**src/rtl/reg_file.sv**
```systemverilog
// reg_file: 32-entry general-purpose register file feeding the ALU.
// Two combinational read ports (src1/src2), one clocked write port,
// and a side-effect-free debug read port that always shows stored state.
// Register 0 reads as zero and ignores writes. The stack-pointer entry
// (SP_IDX) loads SP_RESET on reset instead of zero.
//
// Write port: a write is a single-cycle request with no handshake. When
// RegWrite_i is high at a rising clk_i edge, RDdata_i lands in
// reg[RDaddr_i]. There is no back-pressure; the file accepts every cycle.
module reg_file #(
  parameter int              DATA_W   = 32,
  parameter int              ADDR_W   = 5,
  parameter int              SP_IDX   = 29,
  parameter logic [DATA_W-1:0] SP_RESET = 128,
  parameter bit              BYPASS   = 1'b1
) (
  input  logic              clk_i,
  input  logic              rst_i,
  input  logic [ADDR_W-1:0] RSaddr_i,
  input  logic [ADDR_W-1:0] RTaddr_i,
  input  logic [ADDR_W-1:0] RDaddr_i,
  input  logic [DATA_W-1:0] RDdata_i,
  input  logic              RegWrite_i,
  output logic [DATA_W-1:0] RSdata_o,
  output logic [DATA_W-1:0] RTdata_o,
  input  logic [ADDR_W-1:0] dbg_addr_i,
  output logic [DATA_W-1:0] dbg_data_o
);

  localparam int NREG = 2 ** ADDR_W;

  logic [DATA_W-1:0] regs [NREG];

  // A write to index 0 is dropped here so entry 0 stays at its reset value.
  logic write_en;
  assign write_en = RegWrite_i && (RDaddr_i != '0);

  // Storage: asynchronous reset loads the reset image; otherwise one write per edge.
  always_ff @(posedge clk_i or negedge rst_i) begin
    if (!rst_i) begin
      for (int i = 0; i < NREG; i++) begin
        regs[i] <= (i == SP_IDX) ? SP_RESET : '0;
      end
    end else if (write_en) begin
      regs[RDaddr_i] <= RDdata_i;
    end
  end

  // Stored value at an index, with index 0 forced to zero explicitly so the
  // read side does not depend on entry 0 never having been written.
  function automatic logic [DATA_W-1:0] stored(input logic [ADDR_W-1:0] idx);
    if (idx == '0) return '0;
    return regs[idx];
  endfunction

  // Operand read: optional write-through of the in-flight write, so an
  // instruction reading the register being written this cycle sees new data.
  // While reset is held the write is discarded, so no forwarding either.
  function automatic logic [DATA_W-1:0] operand(input logic [ADDR_W-1:0] idx);
    if (BYPASS && rst_i && write_en && (RDaddr_i == idx)) return RDdata_i;
    return stored(idx);
  endfunction

  // Combinational read ports; identical addresses give identical data.
  always_comb begin
    RSdata_o   = operand(RSaddr_i);
    RTdata_o   = operand(RTaddr_i);
    dbg_data_o = stored(dbg_addr_i);
  end

endmodule
```
**config.mk**
```make
export PLATFORM = sky130hd
export DESIGN_NAME = reg_file
export DESIGN_NICKNAME = d
export VERILOG_FILES = /design/src/rtl/reg_file.sv
export SDC_FILE = /design/constraint.sdc
export NUM_CORES = 2
export LEC_CHECK = 0
export CORE_ASPECT_RATIO = 1.5
export CORE_MARGIN = 2
export CORE_UTILIZATION = 30
export DETAILED_ROUTE_END_ITERATION = 10
export PLACE_DENSITY = 0.58
export SLEW_MARGIN = 15
export SYNTH_ARGS = -nofsm -noshare
export SYNTH_HDL_FRONTEND = slang
export SYNTH_SLANG_ARGS = --single-unit
```
**constraint.sdc**
```tcl
create_clock -name clk_i -period 2 [get_ports clk_i]
set_input_delay 0.2 -clock clk_i [delete_from_list [all_inputs] [get_ports clk_i]]
set_output_delay 0.2 -clock clk_i [all_outputs]
set_load 0.03 [all_outputs]
```
==> flow_summary.yaml <==
worst_setup_path:
  critical_path_depth: 6
  r2r-end: "regs[568]$_DFFE_PN0P_"
  r2r_slack_ns: 0.88
  crit_end: "RSdata_o[23]"
  cp_data_arrival_time_ns: 2.80
  cpMaxStageDelayCell: "mux4_2"
  slowest_delay_ns: 0.45
  start_kind: "flip-flop"
  r2r-start: "regs[568]$_DFFE_PN0P_"
  ff2ff_path_depth: 4
  crit_path_start: "regs[535]$_DFFE_PN0P_"
  crit_family: "multiplexers"
  crit_chain: "buf_6 > mux4_2 > mux2_4 > a221o_1 > a32o_2 > buf_12"
  required_ns: 1.80
  cp_num_buf_inv: 2
  crit_type: "reg -> out"
  cp_max_fo: 3
  cp-end-kind: "output port"
clocking:
  cts_tree: "built"
  cts_buffers: 105
  clk_pin_slew_worst_paths_ns: 0.07
  cts.sink_count: 1024
  cts.path.max_buffers: 3
  clock_latency_ns: 0.73
  htreeDepth: 3
  cts_root_buffer: "clkbuf_16"
power:
  internal_power_uw: 51110
  power_frac_clock: 0.297
  p_comb_frac: 0.323
  total_power_uw: 74200
  power_leakage_uw: 0.03707
  p_per_area_nw_per_um2: 881.1
  power_frac_seq: 0.380
  power.switching_uw: 23090
  max-vdd-ir-drop_v: 0.0006818
  switching_share: 0.3112
detailed_routing:
  dr.pass1.iters: 6
  vias: 49419
  routedWlPerCell_um: 32.58
  drt_iter0_markers: 4482
  viasPerCell: 5.929
  postRouteAntennaNets: 0
  wl_um: 271500
  drcViolationCount: 0
placement:
  pre_cts_slack_ns: -1.165
  io_buffers: 150
  dp_hpwl_um: 193900
  place_congestion: 0.9266
grt:
  grt_pass1_wl_um: 386100
  grt_pass1_vias: 51874
  gr-total-overflow: 0
  antenna_found_initial: 5
  grtUsageTotal: 0.2454
  grt_max_degree: 133
status:
  status: "finished with violations"
  violations: "setup timing"
floorplanning:
  pin_count: 151
  die_h_um: 569.2
  core_um2: 211900
  die-area_um2: 216800
  initial_core_util: 0.3016
  rows: 207
  die_x_um: 380.8
timing:
  timing.fmax_mhz: 333.5
  skew_ns: 0
  final_max_slew_viol_count: 0
  rsz0062_at_grt: "yes"
  finalHoldViolations: 0
  setup_ws_ns: -0.9982
  holdWs_ns: 0.1732
  tightestPinTransition_ns: 0.9571
  relSlewSlack: 0.3620
  layout_min_cycle_time_ns: 2.998
  fin_crit_sh: 1.499
  setup_viol: 96
layout:
  final_cell_mix: "dfrtp_1, mux2_2, buf_4"
  nets: 5480
  post-route-util: 0.3975
  largest_register_ffs: 1024
  final_common_cell: "dfrtp_1"
  top_register: "regs"
  layout-drive-gt1-share: 0.5955
  reg.largest.list: "regs: 1024 flops"
  area_delta_synth_final_pct: 31.80
flow_run:
  maxCapViolCount: 0
synthesis:
  synth_warnings: 0
  synth-edff-count: 0
  async_flop_share: 1.000
  synth_cell_types: 47
  synth_fp_nets: 4693
  syn_area_per_cell_um2: 13.78
  synth_ff_type: "dfrtp_1"
  ys_ff_latch: 1024
  netlist_area_um2: 63890
  syn_inst: 4638
  yosysSeqAreaShare: 0.4011
hold_path:
  hold_path.class: "in -> async"
cell families (layout without fill, tap and decap cells):
group / after synthesis / after routing / share of synthesized area
and+or+nand+nor: 359 / 359 / 0.02626
DFF: 1024 / 1024 / 0.4011
AOI/OAI and AO/OA: 506 / 506 / 0.05640
muxes: 2163 / 2163 / 0.4721
xor gates and xnor gates: 10 / 10 / 0.001371
buffers and inverters: 576 / 1448 / 0.04281
other: 0 / 4 / 0
cell usage after synthesis (2+ instances only):
cell       number  area, um2
a2111oi_0       2      17.52
a21oi_1       115      575.6
a221o_1        21      210.2
a221oi_1       19      166.4
a22o_1         49      429.2
a22oi_1       175       1314
a32o_1         32      320.3
and2_1         21      131.4
and2b_1         2      15.01
buf_1          66      247.7
buf_2         152      760.7
buf_4          61      457.9
buf_6          20      225.2
clkbuf_1      243      912.1
dfrtp_1      1023      25600
inv_1          33      123.9
mux2_2       1043      11750
mux2i_1       544       5445
mux4_2        576      12970
nand2_1       157      589.3
nand2b_1        2      12.51
nand3_1        68      340.3
nand3b_1        4      30.03
nand4_1        13      81.33
nor2_1         22      82.58
nor2_2          3      18.77
nor2b_1         9      56.30
nor3_1         44      220.2
nor3b_1         4      30.03
o211ai_1       11      82.58
o21ai_1        32      160.2
o22ai_1        43      269.0
o31ai_1         3      22.52
or2_2           2      12.51
or3_1           4      25.02
xnor2_1         8      70.07
xor2_1          2      17.52
worst reg2reg max path, stage by stage (launching register included):
cell	delay, ns
dfrtp_1	0.39
buf_6	0.12
buf_4	0.13
buf_4	0.12
mux2_2	0.25
stage by stage:
stage	instance area, um2	instances	TNS, ns
3_5_place_dp	78150	8051	-556.81
6_report	84210	8335	-70.99
5_1_grt	84210	8333	-75.55
2_1_floorplan	64400	4638	-1.042
3_3_place_gp	78150	8051	-517.46
4_1_cts	83660	8307	-73.70
routing by layer:
layer | GRT usage | vias to the layer above | wire (um)
met5 | 0 | - | 22
met3 | 0.04121 | 915 | 19200
met4 | 0.1736 | 4 | 23060
met1 | 0.2949 | 26228 | 101600
li1 | - | 19721 | -
met2 | 0.3999 | 2551 | 127700
repair_timing:
action | CTS | global route
hold buffers | 1 | 0
hold endpoints to repair | 146 | 0
pin swaps | 108 | 80
gates cloned | 0 | 1
buffers inserted | 68 | 27
endpoints found under the setup margin | 101 | 96
resized for setup | 319 | 82
cell type report:
cell class / instances / area (um2)
fillers: 19941 / 127600
repair buffers: 1223 / 13790
diodes: 4 / 10.01
multi-input cells: 3038 / 37340
clock buffers: 141 / 2994
inverters: 33 / 123.9
well taps: 2821 / 3530
clock inverters: 51 / 799.5
flip-flops and latches: 1024 / 25630
how the worst min path moves through the flow:
stage,slack [ns],endpoint,cells past startpoint,start
finish,0.17,regs[861]$_DFFE_PN0P_,3,rst_i
global route,0.16,regs[861]$_DFFE_PN0P_,3,rst_i
CTS,0.15,regs[861]$_DFFE_PN0P_,3,rst_i
detailed placement,0.18,regs[861]$_DFFE_PN0P_,2,rst_i
global placement,0.19,regs[861]$_DFFE_PN0P_,2,rst_i
floorplan,-0.1,regs[0]$_DFFE_PN0P_,0,rst_i
power groups by stage:
stage	Clock (uW)	Combinational (uW)	Sequential (uW)
2_1_floorplan	0	13300	27500
3_3_place_gp	0	21800	28100
3_5_place_dp	0	22100	28500
4_1_cts	22300	23500	28000
5_1_grt	23100	25200	28600
6_report	22000	24000	28200
No activity file was read; power rests on OpenSTA's default activity.
